### config.mk
export PLATFORM = sky130hd
export DESIGN_NAME = am_modulator
export DESIGN_NICKNAME = d
export VERILOG_FILES = /design/src/rtl/am_modulator.sv
export SDC_FILE = /design/constraint.sdc
export NUM_CORES = 1
export LEC_CHECK = 0
export CORE_UTILIZATION = 54
export DETAILED_ROUTE_END_ITERATION = 7
export GPL_TIMING_DRIVEN = 0
export PLACE_DENSITY = 0.79
export SYNTH_ARGS = -nofsm -noshare
export SYNTH_HDL_FRONTEND = slang
export SYNTH_SLANG_ARGS = --single-unit
### constraint.sdc
create_clock -name clk -period 4 [get_ports clk]
set_clock_uncertainty 0.2 [all_clocks]
set_input_delay 1 -clock clk [delete_from_list [all_inputs] [get_ports clk]]
set_output_delay 1 -clock clk [all_outputs]
set_load 0.05 [all_outputs]
### src/rtl/am_modulator.sv
// AM modulator: triangle carrier from a phase accumulator, amplitude-scaled by an
// audio envelope fed through a one-entry holding register refreshed once per sample period.
module am_modulator #(
  parameter int SAMPLE_DIV = 64,
  parameter int PHASE_W    = 16
) (
  input  logic                clk,
  input  logic                RST,
  input  logic                enable,
  input  logic [PHASE_W-1:0]  phase_inc,
  input  logic [1:0]          mod_depth,
  input  logic signed [7:0]   audio_in,
  input  logic                audio_valid,
  output logic                audio_ready,
  output logic signed [7:0]   rf_out,
  output logic                sample_tick,
  output logic                underrun
);

  localparam int CNT_W = (SAMPLE_DIV > 1) ? $clog2(SAMPLE_DIV) : 1;
  localparam logic [CNT_W-1:0] LAST = CNT_W'(SAMPLE_DIV - 1);

  logic [PHASE_W-1:0] r_phase;
  logic [CNT_W-1:0]   r_count;
  logic signed [7:0]  r_hold;
  logic               r_holdFull;
  logic signed [7:0]  r_active;
  logic               r_underrun;
  logic signed [7:0]  r_carrier;
  logic [8:0]         r_env;
  logic signed [7:0]  r_rf;

  logic               w_handshake;
  logic               w_tick;
  logic [1:0]         w_quad;
  logic signed [7:0]  w_mag;
  logic signed [7:0]  w_carrier;
  logic [1:0]         w_shift;
  logic signed [7:0]  w_shifted;
  logic [8:0]         w_env;
  logic signed [16:0] w_product;

  assign w_handshake = audio_valid && !r_holdFull;
  assign w_tick      = enable && (r_count == LAST);

  assign w_quad = r_phase[PHASE_W-1 -: 2];
  assign w_mag  = $signed({1'b0, r_phase[PHASE_W-3 -: 7]});

  always_comb begin
    w_carrier = w_mag;
    case (w_quad)
      2'd0: w_carrier = w_mag;
      2'd1: w_carrier = 8'sd127 - w_mag;
      2'd2: w_carrier = -w_mag;
      2'd3: w_carrier = w_mag - 8'sd127;
      default: w_carrier = w_mag;
    endcase
  end

  // Depth 3 means no shift, depth 0 means shift by 3, so the shift is just the inverted select.
  assign w_shift   = ~mod_depth;
  assign w_shifted = r_active >>> w_shift;
  assign w_env     = 9'(w_shifted) + 9'd128;
  assign w_product = r_carrier * $signed({1'b0, r_env});

  always_ff @(posedge clk or posedge RST) begin
    if (RST) begin
      r_phase <= '0;
      r_count <= '0;
    end else if (!enable) begin
      r_phase <= '0;
      r_count <= '0;
    end else begin
      r_phase <= r_phase + phase_inc;
      r_count <= w_tick ? '0 : r_count + 1'b1;
    end
  end

  // Holding refills from the handshake; a tick with nothing held (and nothing arriving) is an underrun.
  always_ff @(posedge clk or posedge RST) begin
    if (RST) begin
      r_hold     <= '0;
      r_holdFull <= 1'b0;
      r_active   <= '0;
      r_underrun <= 1'b0;
    end else begin
      if (w_handshake) begin
        r_hold     <= audio_in;
        r_holdFull <= 1'b1;
      end else if (w_tick && r_holdFull) begin
        r_holdFull <= 1'b0;
      end
      if (w_tick && r_holdFull) begin
        r_active <= r_hold;
      end
      if (w_tick && !r_holdFull && !w_handshake) begin
        r_underrun <= 1'b1;
      end
    end
  end

  always_ff @(posedge clk or posedge RST) begin
    if (RST) begin
      r_carrier <= '0;
      r_env     <= '0;
      r_rf      <= '0;
    end else begin
      r_carrier <= enable ? w_carrier : '0;
      r_env     <= enable ? w_env : '0;
      r_rf      <= 8'(w_product >>> 8);
    end
  end

  assign audio_ready = !r_holdFull;
  assign rf_out      = r_rf;
  assign sample_tick = w_tick;
  assign underrun    = r_underrun;

endmodule

==> results.toml, run 1 <==
[outcome]
status = "finished with violations"
violations = "setup timing"

[synth]
synth.distinct_cells = 50
synth_mux_area_share_pct = 5.633
ys_seq_elements = 64
yosys_warnings = 0
synth_nets = 656
async_reset_ff_share_pct = 100.0
synthSimpleGateAreaFrac_pct = 16.95
synth-compound-area-share_pct = 10.91
synth_xor_area_share_pct = 4.308
synth_cells = 534
synth-main-ff-cell = "dfrtp_1"
synth_top_family_by_area = "adder cells"
synth_fa_ha_area_share_pct = 26.89
avgSynthCellArea_um2 = 9.899
synth-edff-count = 0
ys_seq_area_share_pct = 30.30
syn_area_um2 = 5286

[power]
power_density_nw_per_um2 = 479.4
fin_total_pwr_uw = 3121
switching_share_pct = 41.63
p_int_uw = 1822
peakVddDrop_mv = 0.3138
combPwrFrac_pct = 49.9
p_leak_uw = 0.003119
power_frac_seq_pct = 29.5
clkPwrFrac_pct = 20.6
switchingPower_uw = 1299

[layout]
areaGrowthSynthToFinish_pct = 23.15
final_area_um2 = 6510
final_cell_mix = "dfrtp_1 (50), inv_1 (49), ha_1 (48)"
final_common_cell = "dfrtp_1"
antenna_cells = 0
fin_cells = 742
nets = 730
final_layout_size_suffix_gt1_share_pct = 19.58
final_util_pct = 69.47

[global_route]
first_global_vias = 4324
grt_max_degree = 34
antenna_found_initial = 0
grt_usage_pct = 23.72
grt_remaining_overflow = 0
grt_pass1_wl_um = 18910

[sta]
max-slew-margin-rel_pct = 53.83
maxSlewViolCount = 0
fin_ws_ns = -0.1153
timing_hold_violations_final = 0
rsz0062_at_grt = "yes"
fin_crit_sh_pct = 102.9
tightest_slew_ns = 0.6916
setup_viol_count_final = 8
period_minus_slack_ns = 4.115
fmax_ghz = 0.2430

[placed_design]
dpl.cell_count = 701
post-dp-hpwl_um = 8025
gp_congestion = 0.8653
dp_slack_ns = -0.3133
io_buffers = 37
placed_area_um2 = 5917

[setup_path]
cp_cell_sequence = "nand2b_4 > fa_1 > fa_1 > inv_1 > fa_1 > inv_1 > fa_1 > inv_2 > ha_4 > and4_4 > a221oi_4 > buf_6 > o21ai_4 > a41oi_2 > xnor2_1"
cpPeakStageDelay_ns = 0.52
crit_family = "adder cells"
cp_slowest_cell = "fa_1"
worstPathRequired_ns = 4.03
cp_max_fo = 4
crit_path_frequent_cell = "fa_1"
startpoint = "r_env[0]$_DFF_PP0_"
crit_arrival_ns = 4.14
critPathBufInv = 4
cp-end-kind = "flip-flop"
worstReg2RegStart = "r_env[0]$_DFF_PP0_"
cp-start-kind = "flip-flop"
critPathKind = "flip-flop to flip-flop"

[floorplanning]
chipHeight_um = 100.9
die_w_um = 100.9
fp.dieArea_um2 = 10190
ios = 41
core.rowCount = 35
start_util_pct = 56.41
coreArea_um2 = 9371

[route]
drt_iter0_markers = 141
drtPass1Iterations = 4
drt_wl_total_um = 10950
viasPerCell = 5.472
wl_per_cell_um = 14.76
drc_errors = 0
ant_nets = 0
vias = 4060

[cts]
clockBufferDepth = 2
cts_sinks = 64
clk_latency_ns = 0.35
clk_pin_slew_ns = 0.08
numCtsBuffers = 9
cts_tree = "done"
cts_max_level = 3
root_buffer = "clkbuf_8"

[min_path]
min_path_type = "flip-flop to flip-flop"
min_from = "r_count[0]$_DFF_PP0_"

[job]
cap_violations = 0
-- kinds of logic after synthesis --
logic type	after synthesis
AND/OR/NAND/NOR	173
adder cells (fa/ha/maj)	92
AO/OA/AOI/OAI	85
buffers and inverters	70
flip-flops	64
XOR/XNOR	26
multiplexers	24
-- path summary, 6_finish.rpt --
check	slack, ns	cells after the start	endpoint
setup reg to reg	-0.12	15	rf_out[5]$_DFF_PP0_
hold reg to reg	0.26	1	r_count[0]$_DFF_PP0_
hold / removal	0.26	1	r_count[0]$_DFF_PP0_
setup / recovery	-0.12	15	rf_out[5]$_DFF_PP0_
min in group asynchronous	0.87	2	r_active[6]$_DFFE_PP0P_
max in group asynchronous	2.10	3	r_carrier[3]$_DFF_PP0_
-- synth_stat cells, types with 4 or more instances --
| master | instances | share of area (%) |
|---|---|---|
| dfrtp_1 | 64 | 30 |
| ha_1 | 56 | 13 |
| inv_1 | 55 | 3.9 |
| and2_1 | 45 | 5.3 |
| nor2_1 | 38 | 2.7 |
| fa_1 | 36 | 14 |
| nand2_1 | 32 | 2.3 |
| a21oi_1 | 25 | 2.4 |
| xnor2_1 | 17 | 2.8 |
| mux2_2 | 16 | 3.4 |
| clkbuf_1 | 12 | 0.85 |
| o21ai_0 | 12 | 1.1 |
| a21o_1 | 10 | 1.4 |
| nand3_1 | 10 | 0.95 |
| nor3_1 | 10 | 0.95 |
| xor2_1 | 9 | 1.5 |
| a211oi_1 | 8 | 1.1 |
| nand4_1 | 7 | 0.83 |
| nand2b_1 | 6 | 0.71 |
| nor2b_1 | 6 | 0.71 |
| mux2i_1 | 5 | 0.95 |
| and3_1 | 4 | 0.47 |
| o21a_1 | 4 | 0.57 |
| o21ai_1 | 4 | 0.38 |
| o21bai_1 | 4 | 0.57 |
-- power by group through the flow --
| stage | Sequential, µW | Combinational, µW | Clock [µW] |
|---|---|---|---|
| 2_1_floorplan | 964 | 1020 | 0 |
| 3_3_place_gp | 925 | 1330 | 0 |
| 3_5_place_dp | 933 | 1380 | 0 |
| 4_1_cts | 916 | 1500 | 652 |
| 5_1_grt | 942 | 1740 | 689 |
| 6_report | 921 | 1560 | 642 |
-- cell type report --
type / instances / area [µm²]
Fill cell: 715 / 2861
Clock inverter: 7 / 103.9
Timing Repair Buffer: 63 / 585.6
Sequential cell: 64 / 1619
Inverter: 56 / 212.7
Buffer: 14 / 55.05
Tap cell: 129 / 161.4
Multi-Input combinational cell: 400 / 3649
Clock buffer: 9 / 123.9
-- worst reg2reg max path, cell delays in order, from the launching register on --
cell and delay (ns):
dfrtp_1 0.39, nand2b_4 0.14, fa_1 0.50, fa_1 0.53, inv_1 0.05, fa_1 0.47
inv_1 0.05, fa_1 0.49, inv_2 0.04, ha_4 0.26, and4_4 0.21, a221oi_4 0.06
buf_6 0.14, o21ai_4 0.19, a41oi_2 0.13, xnor2_1 0.14
-- repair_timing --
item | CTS | global route
hold buffers | 0 | 0
pin swaps | 21 | 12
setup buffers | 23 | 2
resized for setup | 27 | 18
endpoints found under the setup margin | 8 | 8
-- per-layer routing --
metal / routed length (µm) / vias up / track usage, %
met3: 348 / 10 / 4.785
met5: 0 / - / 0
li1: - / 1959 / -
met1: 4622 / 2009 / 27.16
met4: 76 / 0 / 6.577
met2: 5905 / 82 / 44.63
-- registers in the layout, indices dropped and copies added (netlist names) --
register	flops
r_holdFull	1
r_phase	16
underrun	1
r_count	6
r_hold	8
rf_out	8
r_carrier	8
r_active	8
r_env	8
-- through the flow --
| stage | setup TNS, ns | hold slack [ns] |
|---|---|---|
| global placement | -1.552 | 0.2487 |
| finish | -0.5226 | 0.2624 |
| detailed placement | -1.797 | 0.2586 |
| global route | -1.453 | 0.2895 |
| floorplan | -0.02098 | 0.2329 |
| CTS | -0.4566 | 0.2687 |
No activity file was read; power rests on OpenSTA's default activity.
==> run 2, diff against run 1 <==
- CORE_MARGIN: default -> 2
==> run 2 against run 1 <==
Compared with the run above:
- the run still ends with setup timing left
- non-clock buffer count down 6
- flip-flop and latch count unchanged
- final area down 2.2%
- core utilization down 3.4 points
- sequential power down 0.4%
- setup slack worse by 0.043 ns
==> results.toml, run 2 (same netlist as run 1, synthesis figures left out) <==
[outcome]
status = "finished with violations"
violations = "setup timing"

[cts]
cts_tree = "done"
numCtsBuffers = 9
cts_max_level = 3
clk_latency_ns = 0.34
cts_sinks = 64
root_buffer = "clkbuf_8"
clk_pin_slew_ns = 0.08
clockBufferDepth = 2

[power]
fin_total_pwr_uw = 3054
p_leak_uw = 0.003094
peakVddDrop_mv = 0.3022
power_density_nw_per_um2 = 479.7

[floorplanning]
coreArea_um2 = 9639
fp.dieArea_um2 = 10600
core.rowCount = 36
chipHeight_um = 102.9
die_w_um = 102.9
start_util_pct = 54.84
ios = 41

[layout]
final_cell_mix = "inv_1 (51), ha_1 (51), dfrtp_1 (50)"
final_layout_size_suffix_gt1_share_pct = 16.14
largest_register_ffs = 16
antenna_cells = 0
regMostFlops = "r_phase"
final_util_pct = 66.06
areaGrowthSynthToFinish_pct = 20.45
final_area_um2 = 6367
nets = 724

[sta]
period_minus_slack_ns = 4.158
setup_tns_ns = -0.6503
maxSlewViolCount = 0
fin_crit_sh_pct = 103.9
tightest_slew_ns = 0.6425
timing_hold_violations_final = 0
max-slew-margin-rel_pct = 57.17
fin_ws_ns = -0.1579
fmax_ghz = 0.2405
rsz0062_at_grt = "yes"
setup_viol_count_final = 7

[setup_path]
cp_slowest_cell = "fa_1"
worstPathRequired_ns = 4.06
crit_arrival_ns = 4.22
cp-end-kind = "flip-flop"
crit_path_frequent_cell = "fa_1"
cpPeakStageDelay_ns = 0.54
cp-start-kind = "flip-flop"
cp_max_fo = 7
cp_cell_sequence = "and2_1 > fa_1 > fa_1 > fa_1 > inv_1 > fa_1 > inv_1 > ha_4 > a21o_1 > nor2_2 > o21ai_2 > a31oi_1 > xnor2_1"
critPathKind = "flip-flop to flip-flop"

[route]
drt_iter0_markers = 123
drt_wl_total_um = 10620
drtPass1Iterations = 4
wl_per_cell_um = 14.35
vias = 4045
viasPerCell = 5.466
ant_nets = 0
drc_errors = 0

[global_route]
first_global_vias = 4191
antenna_found_initial = 0
grt_usage_pct = 21.96
grt_remaining_overflow = 0
grt_pass1_wl_um = 18340
grt_max_degree = 40

[placed_design]
post-dp-hpwl_um = 8155
io_buffers = 37
gp_congestion = 0.8589
placed_area_um2 = 5922

[job]
cap_violations = 0

[min_path]
min_path_type = "flip-flop to flip-flop"
## run 2: changes by cell type in the layout (fill, tap and decap cells not counted), sizes merged
cell / delta
inv: -1
buf: -6
clkinv: +1
## run 2: worst max-delay path: cells and delay by family (launching register included)
kind                     cells  cell delay (ns)
adder cells (fa/ha/maj)      5             2.36
AO/OA/AOI/OAI                3             0.50
flip-flops                   1             0.46
AND/OR/NAND/NOR              2             0.28
XOR/XNOR                     1             0.15
buffers and inverters        2             0.12
## run 2: timing repair
item | in CTS | in global routing
hold buffers | 0 | 0
gates resized for setup | 20 | 4
endpoints found under the setup margin | 8 | 8
pin swaps | 14 | 4
setup buffers | 19 | 0
## run 2: report_power, final
| part | switching, µW | leakage (µW) | total, µW | internal [µW] |
|---|---|---|---|---|
| logic | 837 | 0.00216 | 1490 | 657 |
| clock network | 286 | 0.000114 | 643 | 357 |
| registers | 138 | 0.000819 | 917 | 779 |
## run 2: layer usage
metal,routed length [µm],GRT usage (%)
met1,4568,26.54
met2,5514,38.86
met3,360,4.542
met4,175,7.794
met5,0,0
## run 2: area by class of cell
type	instances	area (µm²)
multi-input combinational	400	3553
fill	751	3272
sequential	64	1619
timing repair buffer	57	533.0
inverter	56	212.7
tap	133	166.4
clock buffer	9	123.9
clock inverter	7	103.9
buffer	14	55.05
## run 2: final timing paths
kind / from / end / slack, ns / depth (start not counted)
max: r_carrier[4]$_DFF_PP0_ / rf_out[4]$_DFF_PP0_ / -0.16 / 13
min reg2reg: r_count[0]$_DFF_PP0_ / r_count[0]$_DFF_PP0_ / 0.28 / 1
min: r_count[0]$_DFF_PP0_ / r_count[0]$_DFF_PP0_ / 0.28 / 1
max reg2reg: r_carrier[4]$_DFF_PP0_ / rf_out[4]$_DFF_PP0_ / -0.16 / 13
min in group asynchronous: RST / r_hold[5]$_DFFE_PP0P_ / 0.83 / 2
max in group asynchronous: RST / r_carrier[7]$_DFF_PP0_ / 2.15 / 3
## run 2: stage by stage
stage / hold WS (ns) / cells / setup WS (ns)
finish: 0.2762 / 740 / -0.1579
CTS: 0.2756 / 740 / -0.1980
global route: 0.2973 / 740 / -0.3043
floorplan: 0.2329 / 534 / -0.01546
global placement: 0.2444 / 704 / -0.2937
detailed placement: 0.2657 / 705 / -0.3614
